===== config.mk =====
export PLATFORM = sky130hd
export DESIGN_NAME = mem_arbiter_flat
export DESIGN_NICKNAME = d
export VERILOG_FILES = /design/src/rtl/mem_arbiter_pkg.sv /design/src/rtl/mem_arbiter_if.sv /design/src/rtl/mem_arbiter_rr_pick.sv /design/src/rtl/mem_arbiter.sv /design/src/flat_wrapper.sv
export SDC_FILE = /design/constraint.sdc
export NUM_CORES = 1
export LEC_CHECK = 0
export ABC_CLOCK_PERIOD_IN_PS = 2340
export BUFFER_PORTS_ARGS = -buffer_cell sky130_fd_sc_hd__buf_2
export CAP_MARGIN = 15
export CELL_PAD_IN_SITES_DETAIL_PLACEMENT = 0
export CELL_PAD_IN_SITES_GLOBAL_PLACEMENT = 1
export CORE_UTILIZATION = 38
export CTS_BUF_LIST = sky130_fd_sc_hd__clkbuf_2
export CTS_CLUSTER_SIZE = 28
export DETAILED_ROUTE_END_ITERATION = 16
export PLACE_DENSITY_LB_ADDON = 0.1
export SETUP_SLACK_MARGIN = 0.02
export SYNTH_ARGS = -nofsm -noshare
export SYNTH_HDL_FRONTEND = slang
export SYNTH_SLANG_ARGS = --single-unit

===== constraint.sdc =====
create_clock -name clk -period 2.34 [get_ports clk]
set_input_delay 0.468 -clock clk [delete_from_list [all_inputs] [get_ports clk]]
set_output_delay 0.468 -clock clk [all_outputs]
set_load 0.02 [all_outputs]

===== src/rtl/mem_arbiter_pkg.sv =====
// Shared types and constants for the two-port memory arbiter.
// Memory map: bit RAM_BIT selects registered-read RAM (1) or combinational, write-protected ROM (0).
package sifo_mem_pkg;

  localparam int unsigned ADDR_W  = 14;
  localparam int unsigned DATA_W  = 10;
  localparam int unsigned RAM_BIT = 13;

  typedef enum logic [1:0] {
    IDLE,
    ISSUE,
    WAIT,
    ACK
  } state_t;

  typedef enum logic {
    PORT_A,
    PORT_B
  } port_id_t;

  // Operands latched from the winning port at grant time
  typedef struct packed {
    logic              we;
    logic [ADDR_W-1:0] addr;
    logic [DATA_W-1:0] wdata;
  } mem_op_t;

  function automatic logic is_ram(input logic [ADDR_W-1:0] addr);
    return addr[RAM_BIT];
  endfunction

endpackage


===== src/rtl/mem_arbiter_if.sv =====
// Requester and memory-side signal bundle for mem_arbiter.
// slave = arbiter view, master = requesters plus memory block view.
interface mem_arbiter_if;
  import sifo_mem_pkg::*;

  logic              a_req;
  logic [ADDR_W-1:0] a_addr;
  logic              a_ack;
  logic [DATA_W-1:0] a_rdata;

  logic              b_req;
  logic              b_we;
  logic [ADDR_W-1:0] b_addr;
  logic [DATA_W-1:0] b_wdata;
  logic              b_ack;
  logic [DATA_W-1:0] b_rdata;
  logic              b_err;

  logic [ADDR_W-1:0] mem_addr;
  logic [DATA_W-1:0] mem_wdata;
  logic              mem_write;
  logic              mem_read;
  logic [DATA_W-1:0] mem_rdata;

  modport slave (
    input  a_req, a_addr, b_req, b_we, b_addr, b_wdata, mem_rdata,
    output a_ack, a_rdata, b_ack, b_rdata, b_err,
           mem_addr, mem_wdata, mem_write, mem_read
  );

  modport master (
    output a_req, a_addr, b_req, b_we, b_addr, b_wdata, mem_rdata,
    input  a_ack, a_rdata, b_ack, b_rdata, b_err,
           mem_addr, mem_wdata, mem_write, mem_read
  );

endinterface


===== src/rtl/mem_arbiter_rr_pick.sv =====
// Combinational two-way round-robin picker: on contention the port that
// did not win last time is granted.
module mem_rr_pick
  import sifo_mem_pkg::*;
(
  input  logic [1:0] i_req,
  input  port_id_t   i_last_grant,
  output logic       o_gnt_valid_c,
  output port_id_t   o_gnt_id_c
);

  always_comb begin
    o_gnt_valid_c = |i_req;
    o_gnt_id_c    = PORT_A;
    case (i_req)
      2'b01:   o_gnt_id_c = PORT_A;
      2'b10:   o_gnt_id_c = PORT_B;
      2'b11:   o_gnt_id_c = (i_last_grant == PORT_A) ? PORT_B : PORT_A;
      default: o_gnt_id_c = PORT_A;
    endcase
  end

endmodule


===== src/rtl/mem_arbiter.sv =====
// Shares one memory block between an instruction-fetch port (A) and a
// load/store port (B); sequences strobes and returns registered data with a one-cycle ack.
module mem_arbiter
  import sifo_mem_pkg::*;
(
  input logic          clk,
  input logic          rst,
  mem_arbiter_if.slave bus
);

  state_t            r_state;
  state_t            w_next_state;
  port_id_t          r_last_grant;
  port_id_t          r_winner;
  mem_op_t           r_op;
  mem_op_t           w_sel_op;
  logic [DATA_W-1:0] r_a_rdata;
  logic [DATA_W-1:0] r_b_rdata;
  logic              r_a_ack;
  logic              r_b_ack;
  logic              r_err_flag;
  logic              r_mem_read;
  logic              r_mem_write;

  logic              w_gnt_valid;
  port_id_t          w_gnt_id;
  logic              w_load;
  logic              w_capture;
  logic              w_err_set;
  logic              w_a_ack_d;
  logic              w_b_ack_d;
  logic              w_mem_read_d;
  logic              w_mem_write_d;

  mem_rr_pick u_pick (
    .i_req         ({bus.b_req, bus.a_req}),
    .i_last_grant  (r_last_grant),
    .o_gnt_valid_c (w_gnt_valid),
    .o_gnt_id_c    (w_gnt_id)
  );

  // Operands of the port that would win this cycle; port A never writes
  always_comb begin
    w_sel_op = '0;
    if (w_gnt_id == PORT_B) begin
      w_sel_op.we    = bus.b_we;
      w_sel_op.addr  = bus.b_addr;
      w_sel_op.wdata = bus.b_wdata;
    end else begin
      w_sel_op.addr  = bus.a_addr;
    end
  end

  always_ff @(posedge clk or posedge rst) begin
    if (rst) r_state <= IDLE;
    else     r_state <= w_next_state;
  end

  // Strobes and acks are computed for the next state so they come out of flops
  always_comb begin
    w_next_state  = r_state;
    w_load        = 1'b0;
    w_capture     = 1'b0;
    w_err_set     = 1'b0;
    w_a_ack_d     = 1'b0;
    w_b_ack_d     = 1'b0;
    w_mem_read_d  = 1'b0;
    w_mem_write_d = 1'b0;
    case (r_state)
      IDLE: begin
        if (w_gnt_valid) begin
          w_next_state  = ISSUE;
          w_load        = 1'b1;
          w_mem_read_d  = ~w_sel_op.we;
          w_mem_write_d = w_sel_op.we & is_ram(w_sel_op.addr);
        end
      end
      ISSUE: begin
        if (r_op.we) begin
          w_next_state = ACK;
          w_err_set    = ~is_ram(r_op.addr);
        end else if (is_ram(r_op.addr)) begin
          w_next_state = WAIT;
          w_mem_read_d = 1'b1;
        end else begin
          w_next_state = ACK;
          w_capture    = 1'b1;
        end
      end
      WAIT: begin
        w_next_state = ACK;
        w_capture    = 1'b1;
      end
      ACK:     w_next_state = IDLE;
      default: w_next_state = IDLE;
    endcase
    if (w_next_state == ACK) begin
      w_a_ack_d = (r_winner == PORT_A);
      w_b_ack_d = (r_winner == PORT_B);
    end
  end

  always_ff @(posedge clk or posedge rst) begin
    if (rst) begin
      r_last_grant <= PORT_B;
      r_winner     <= PORT_A;
      r_op         <= '0;
      r_a_rdata    <= '0;
      r_b_rdata    <= '0;
      r_a_ack      <= 1'b0;
      r_b_ack      <= 1'b0;
      r_err_flag   <= 1'b0;
      r_mem_read   <= 1'b0;
      r_mem_write  <= 1'b0;
    end else begin
      r_a_ack     <= w_a_ack_d;
      r_b_ack     <= w_b_ack_d;
      r_mem_read  <= w_mem_read_d;
      r_mem_write <= w_mem_write_d;
      if (w_load) begin
        r_op         <= w_sel_op;
        r_winner     <= w_gnt_id;
        r_last_grant <= w_gnt_id;
      end
      if (w_capture) begin
        if (r_winner == PORT_A) r_a_rdata <= bus.mem_rdata;
        else                    r_b_rdata <= bus.mem_rdata;
      end
      // Only port B can write, so the flag always belongs to B's ack
      if (w_err_set)            r_err_flag <= 1'b1;
      else if (r_state == ACK)  r_err_flag <= 1'b0;
    end
  end

  assign bus.a_ack     = r_a_ack;
  assign bus.a_rdata   = r_a_rdata;
  assign bus.b_ack     = r_b_ack;
  assign bus.b_rdata   = r_b_rdata;
  assign bus.b_err     = r_err_flag;
  assign bus.mem_addr  = r_op.addr;
  assign bus.mem_wdata = r_op.wdata;
  assign bus.mem_read  = r_mem_read;
  assign bus.mem_write = r_mem_write;

endmodule

===== src/flat_wrapper.sv =====
// flat-port wrapper written by rule: the top's interface ports become plain ports
module mem_arbiter_flat import sifo_mem_pkg::*;
  (clk, rst, bus_a_req, bus_a_addr, bus_b_req, bus_b_we, bus_b_addr, bus_b_wdata, bus_mem_rdata, bus_a_ack, bus_a_rdata, bus_b_ack, bus_b_rdata, bus_b_err, bus_mem_addr, bus_mem_wdata, bus_mem_write, bus_mem_read);
  mem_arbiter_if bus_i ();
  input logic clk;
  input logic rst;
  input wire logic [$bits(bus_i.a_req)-1:0] bus_a_req;
  input wire logic [$bits(bus_i.a_addr)-1:0] bus_a_addr;
  input wire logic [$bits(bus_i.b_req)-1:0] bus_b_req;
  input wire logic [$bits(bus_i.b_we)-1:0] bus_b_we;
  input wire logic [$bits(bus_i.b_addr)-1:0] bus_b_addr;
  input wire logic [$bits(bus_i.b_wdata)-1:0] bus_b_wdata;
  input wire logic [$bits(bus_i.mem_rdata)-1:0] bus_mem_rdata;
  output wire logic [$bits(bus_i.a_ack)-1:0] bus_a_ack;
  output wire logic [$bits(bus_i.a_rdata)-1:0] bus_a_rdata;
  output wire logic [$bits(bus_i.b_ack)-1:0] bus_b_ack;
  output wire logic [$bits(bus_i.b_rdata)-1:0] bus_b_rdata;
  output wire logic [$bits(bus_i.b_err)-1:0] bus_b_err;
  output wire logic [$bits(bus_i.mem_addr)-1:0] bus_mem_addr;
  output wire logic [$bits(bus_i.mem_wdata)-1:0] bus_mem_wdata;
  output wire logic [$bits(bus_i.mem_write)-1:0] bus_mem_write;
  output wire logic [$bits(bus_i.mem_read)-1:0] bus_mem_read;
  assign bus_i.a_req = bus_a_req;
  assign bus_i.a_addr = bus_a_addr;
  assign bus_i.b_req = bus_b_req;
  assign bus_i.b_we = bus_b_we;
  assign bus_i.b_addr = bus_b_addr;
  assign bus_i.b_wdata = bus_b_wdata;
  assign bus_i.mem_rdata = bus_mem_rdata;
  assign bus_a_ack = bus_i.a_ack;
  assign bus_a_rdata = bus_i.a_rdata;
  assign bus_b_ack = bus_i.b_ack;
  assign bus_b_rdata = bus_i.b_rdata;
  assign bus_b_err = bus_i.b_err;
  assign bus_mem_addr = bus_i.mem_addr;
  assign bus_mem_wdata = bus_i.mem_wdata;
  assign bus_mem_write = bus_i.mem_write;
  assign bus_mem_read = bus_i.mem_read;
  mem_arbiter u_core (.clk(clk), .rst(rst), .bus(bus_i));
endmodule

==> results of run 1 <==
## layout make-up
class	count	area [µm²]	share of cell area
tap	75	93.84	0.03248
inverter	6	22.52	0.007796
multi-input combinational	101	853.3	0.2954
sequential	54	1353	0.4682
timing repair buffer	104	528.0	0.1828
clock inverter	2	8.758	0.003032
clock buffer	6	30.03	0.01039
## flip-flops by register name (all words and copies together), names as in the netlist
signal and flops:
u_core.bus.mem_wdata 10, u_core.bus.b_ack 1, u_core.r_op 1, u_core.bus.b_rdata 10, u_core.r_winner 1, u_core.r_last_grant 1
u_core.bus.b_err 1, u_core.bus.mem_addr 14, u_core.bus.a_ack 1, u_core.bus.mem_read 1, u_core.r_state 2, u_core.bus.mem_write 1
u_core.bus.a_rdata 10
## power by group through the flow
| stage | clock (W) | sequential, W | combinational [W] |
|---|---|---|---|
| after global placement | 0 | 0.00166 | 0.00204 |
| final | 0.000350 | 0.00162 | 0.00203 |
| after global routing | 0.000415 | 0.00169 | 0.00223 |
| after floorplan | 0 | 0.00186 | 0.00151 |
| after CTS | 0.000376 | 0.00163 | 0.00207 |
| after detailed placement | 0 | 0.00164 | 0.00207 |
## how the worst max path moves through the flow
stage	startpoint	end	slack (ns)	depth (start not counted)
4_1_cts	u_core.r_state[1]	u_core.bus.b_rdata[4]	0.36	5
3_5_place_dp	u_core.r_state[0]	u_core.bus.b_rdata[5]	0.40	4
6_report	u_core.r_state[1]	u_core.bus.b_rdata[4]	0.37	5
5_1_grt	u_core.r_state[0]	u_core.bus.b_rdata[4]	0.29	4
3_3_place_gp	u_core.r_state[0]	u_core.bus.b_rdata[1]	0.46	4
2_1_floorplan	rst	u_core.bus.a_ack	0.56	1
## per-layer routing
layer,GRT usage,vias up,routed length (µm)
li1,-,796,-
met1,0.2042,733,2220
met2,0.2314,57,2095
met3,0.04176,8,311
met4,0.05172,0,61
met5,0,-,0
## metrics by stage
step,util,std cells,worst slack [ns],power [W]
global route,0.4739,348,0.2886,0.004341
finish,0.4739,348,0.3674,0.004005
floorplan,-,193,0.5591,0.003374
CTS,0.4739,348,0.3616,0.004076
global placement,0.4676,340,0.4615,0.003690
detailed placement,0.4676,340,0.4042,0.003719
## logic make-up (layout without fill, tap and decap cells)
logic type	after synthesis	in the layout
buf+inv	38	118
mux	34	34
fa+ha+maj	4	4
compound gates	34	34
flops	54	54
simple gates	29	29
## synth_stat cells (2+ instances only)
master   instances
dfrtp_1         53
buf_4           24
nand2_1         17
mux2i_1         14
a22o_1          10
mux2_2          10
mux2_4          10
o21ai_1         10
inv_1            6
o21ai_0          6
buf_2            4
ha_1             4
a21o_1           2
and3_1           2
buf_6            2
nor3_1           2
==> qor.csv, run 1 <==
metric,value,unit
crit_chain,inv_1 > ha_1 > nor3b_4 > o21bai_2 > mux2_4,
synth_top_family_by_area,multiplexers,
ant_nets,0,
vias,1594,
synth_cell_types,33,
cts_hold_buf,0,
ys_seq_area_frac,0.5493,
critPathSlowestCell,o21bai_2,
setup_viol,0,
switchingPower,0.001670,W
synth_nets,250,
clkPwrFrac,0.087,
gp_congestion,0.6761,
reg2reg_to,u_core.bus.b_rdata[4],
portBuffers,101,
path_max_fanout,10,
diodes,0,
synthMuxAreaShare,0.1636,
overflow,0,
ir_drop,0.5358,mV
synth_top_flop_cell,dfrtp_1,
yosys_warnings,0,
yosysTopAreaCell,dfrtp_1,
worst-path-buf-inv,1,
final_area,0.002889,mm²
tns,0,ns
synth_fa_ha_area_frac,0.02033,
cts_setup_buffers,0,
syn_area,0.002462,mm²
clkLatencyLatePin,0.43,ns
rsz0062_at_grt,no,
p_comb_frac,0.508,
cts.path.max_buffers,2,
fp.coreArea,0.006096,mm²
drt_iter0_drc,38,
drt_drc_violations_left,0,
track_usage,0.1505,
hold_ws,0.02262,ns
synth.top_cell.area_share,0.5386,
syn_area_per_cell,12.76,µm²
p_sw_frac,0.4169,
hold_viol,0,
cts_sinks,54,
status,completed,
synth_compound_area_frac,0.09858,
yosys.area_share.simple,0.06098,
fmax,0.5069,GHz
finClkSkew,0.03452,ns
grt_max_degree,45,
cts_tree,done,
pwr_density_cell,1386,mW/mm²
initial_utilization,0.4039,
timing_worst_setup_path_type,register to register,
internal_power,0.002335,W
cp.required,2.67,ns
leakage,1.575,nW
tightestPinTransition,1.006,ns
fp.dieW,82.50,µm
max_stage_delay,0.60,ns
syn_inst,193,
synth-xor-area-share,0,
drive_above_1_share,0.5018,
num-nets-final,329,
antenna_found_initial,0,
yosys_register_bits,54,
min_period_over_period,0.8430,
sequentialPowerShare,0.405,
ys_top_cells_by_area,"dfrtp_1, buf_4, mux2_4",
rrSetupSlack,0.37,ns
post_dp_cell_area,0.002850,mm²
period_minus_slack,1.973,ns
cts-root-buf,clkbuf_2,
maxSlewViolCount,0,
crit_path_end_kind,register,
viasPerCell,4.580,
htree_levels,2,
cp_top_family,compound AO/OA/AOI/OAI gates,
fp.dieArea,0.006805,mm²
num_io_pins,102,
wire_per_inst,13.47,µm
cts_resized,0,
async_flop_share,1.000,
totalWireLength,4.689,mm
drv_cap,0,
worstPathArrival,2.30,ns
grt_pass1_vias,1581,
first_pass_iters,4,
synth_edf_count,0,
grt_first_pass_wirelength,7.610,mm
layout_commonest_cell,buf_2,
die-height,82.50,µm
reg2reg_from,u_core.r_state[1],
clkSlewWorstSetupHoldPaths,0.27,ns
filler_cell_count,609,
dp_hpwl,3.475,mm
area_growth,17.33,%
start_kind,register,
rows,28,
worstHoldPathType,input pin to async pin,
final_cell_mix,"buf_2, dfrtp_1, nand2_1, mux2i_1",
cts_buffers,5,
r2r.worst_path.cells,5,
relSlewSlack,0.3268,
Note: power is estimated with default switching activity, not from simulation.
==> run 2, diff against run 1 <==
--- a/config.mk
+++ b/config.mk
@@ -5,12 +5,13 @@
 export SDC_FILE = /design/constraint.sdc
 export NUM_CORES = 1
 export LEC_CHECK = 0
-export ABC_CLOCK_PERIOD_IN_PS = 2340
+export ABC_AREA = 1
+export ABC_CLOCK_PERIOD_IN_PS = 2000
 export BUFFER_PORTS_ARGS = -buffer_cell sky130_fd_sc_hd__buf_2
 export CAP_MARGIN = 15
 export CELL_PAD_IN_SITES_DETAIL_PLACEMENT = 0
 export CELL_PAD_IN_SITES_GLOBAL_PLACEMENT = 1
-export CORE_UTILIZATION = 38
+export CORE_UTILIZATION = 36
 export CTS_BUF_LIST = sky130_fd_sc_hd__clkbuf_2
 export CTS_CLUSTER_SIZE = 28
 export DETAILED_ROUTE_END_ITERATION = 16
==> constraint.sdc (replaced) <==
create_clock -name clk -period 2 [get_ports clk]
set_input_delay 0.4 -clock clk [delete_from_list [all_inputs] [get_ports clk]]
set_output_delay 0.4 -clock clk [all_outputs]
set_load 0.02 [all_outputs]
==> qor.csv, run 2 <==
metric,value,unit,change
startpoint,u_core.r_state[0],,
largest_register_ffs,14,,unchanged
gp_congestion,0.7234,,+7.0%
wire_per_inst,12.34,µm,-8.4%
cts.path.max_buffers,2,,unchanged
totalWireLength,5.664,mm,+21%
die-height,86.43,µm,+4.8%
layout_commonest_cell,buf_2,,
cts_sinks,54,,unchanged
hold_ws,0.1710,ns,+0.1484 ns
track_usage,0.1684,,+0.01788
grt_first_pass_wirelength,9.791,mm,+29%
portBuffers,101,,unchanged
fmax,0.6529,GHz,+29%
drv_cap,0,,unchanged
drive_above_1_share,0.3471,,-0.1547
hp-start,bus_b_wdata[5],,
timing_worst_setup_path_type,register to register,,
synth.top_cell.area_share,0.5168,,-0.02180
first_pass_iters,4,,unchanged
drt_iter0_drc,64,,+68%
clkLatencyLatePin,0.44,ns,about the same
htree_levels,2,,unchanged
cts_resized,0,,unchanged
finalPower,0.005202,W,+30%
ant_nets,0,,unchanged
pwr_density_cell,1684,mW/mm²,+21%
yosys.cell_count.top_type,nand2_1,,
cts_buffers,5,,unchanged
synth_nets,343,,+37%
yosysTopAreaCell,dfrtp_1,,
overflow,0,,unchanged
num-nets-final,419,,+27%
period_minus_slack,1.532,ns,-0.4411 ns
start_kind,register,,
cts_setup_buffers,0,,unchanged
syn_inst,286,,+48%
ir_drop,0.5203,mV,-2.9%
rows,30,,+7.1%
grt_max_degree,55,,+22%
synthTopCellsByCount,"nand2_1, dfrtp_1, nand3_1, buf_4, nand4_1",,
grt_pass1_vias,2085,,+32%
vias,2111,,+32%
max_stage_delay,0.46,ns,-0.14 ns
tightestPinTransition,0.5358,ns,-0.4702 ns
cp.required,2.36,ns,-0.31 ns
dp_hpwl,4.259,mm,+23%
initial_utilization,0.3756,,-0.02830
synth_edf_count,0,,unchanged
postLayoutCoreUtil,0.4522,,-0.02174
num_io_pins,102,,unchanged
async_flop_share,1.000,,unchanged
relSlewSlack,0.6428,,+0.3160
leakage,1.659,nW,+5.3%
yosys_warnings,0,,unchanged
syn_area,0.002566,mm²,+4.2%
tns,0,ns,unchanged
drt_drc_violations_left,0,,unchanged
clkSlewWorstSetupHoldPaths,0.26,ns,about the same
fp.dieW,86.43,µm,+4.8%
worstPathArrival,1.89,ns,-0.41 ns
path_max_fanout,19,,+9
setup_viol,0,,unchanged
cts_tree,done,,
maxSlewViolCount,0,,unchanged
yosys_register_bits,54,,unchanged
fp.coreArea,0.006832,mm²,+12%
ys_top_cells_by_area,"dfrtp_1, nand2_1, buf_4",,
crit_chain,inv_1 > ha_1 > inv_2 > nor2_2 > buf_4 > nand3_1 > o21a_1,,
diodes,0,,unchanged
crit_path_end_kind,register,,
worstHoldPathType,input pin to register,,
synth_top_flop_cell,dfrtp_1,,
hold_viol,0,,unchanged
cts-root-buf,clkbuf_2,,
fp.dieArea,0.007470,mm²,+9.8%
viasPerCell,4.599,,+0.41%
final_cell_mix,"buf_2, nand2_1, dfrtp_1, nand3_1, nand4_1",,
ys_seq_area_frac,0.5271,,-0.02223
reg2reg_from,u_core.r_state[0],,
critPathSlowestCell,dfrtp_1,,
min_period_over_period,0.7658,,-0.07723
synth_cell_types,22,,-33%
finClkSkew,0.01434,ns,-0.02017 ns
area_growth,20.38,%,
antenna_found_initial,0,,unchanged
syn_area_per_cell,8.973,µm²,-30%
rsz0062_at_grt,no,,
status,completed,,
-- run 2: worst paths after layout --
| kind | end | slack [ns] | cells past startpoint |
|---|---|---|---|
| worst max-delay path | u_core.bus.mem_addr[9] | 0.47 | 7 |
| worst min-delay path | u_core.bus.mem_wdata[5] | 0.17 | 3 |
| worst max register to register | u_core.bus.mem_addr[9] | 0.47 | 7 |
| worst min register to register | u_core.r_last_grant | 0.49 | 2 |
| max in group asynchronous | u_core.r_last_grant | 1.20 | 4 |
| min in group asynchronous | u_core.bus.mem_addr[8] | 0.50 | 4 |
-- run 2: where the power goes --
part,switching (W),internal [W],leakage [nW]
Combinational,0.00170,0.000908,0.950
Clock,0.000345,0.000332,0.0506
Sequential,0.000301,0.00162,0.658
Total,0.00234,0.00286,1.66
-- run 2: timing repair --
action / 4_1_cts / 5_1_grt
endpoints found under the setup margin: 0 / 0
hold buffers: 1 / 0
hold endpoints to repair: 53 / 0
-- run 2: layout make-up --
cell class	count	area [µm²]
fill	721	3742
clock inverter	3	63.81
multi-input combinational	172	872.1
clock buffer	5	25.02
timing repair buffer	109	580.6
sequential	54	1353
inverter	20	75.07
tap	96	120.1
-- run 2: logic make-up after synthesis --
family / share of synthesized area
buf+inv: 0.1331
flops: 0.5271
fa+ha+maj: 0.01950
compound gates: 0.07460
simple gates: 0.2457
-- run 2: critical path, delay by kind of cell (launching register included) --
kind,cells,cell delay (ns)
flip-flops,1,0.46
adder cells (fa/ha/maj),1,0.27
AO/OA/AOI/OAI,1,0.11
AND/OR/NAND/NOR,2,0.23
buffers and inverters,3,0.39
-- run 2: per-layer routing --
layer	GRT usage	routed length [µm]	vias to the layer above	part of all wire
li1	-	-	1066	-
met5	0	0	-	0
met4	0.04545	62	0	0.011
met1	0.2184	2563	989	0.45
met2	0.2879	2810	51	0.50
met3	0.03333	228	5	0.040
-- run 2: per-stage QoR --
step | instance area, µm² | setup WS (ns) | std cells
floorplan | 2566 | 0.2871 | 286
global placement | 2990 | 0.5010 | 450
detailed placement | 2990 | 0.4367 | 450
CTS | 3089 | 0.4344 | 459
global route | 3089 | 0.1984 | 459
finish | 3089 | 0.4685 | 459
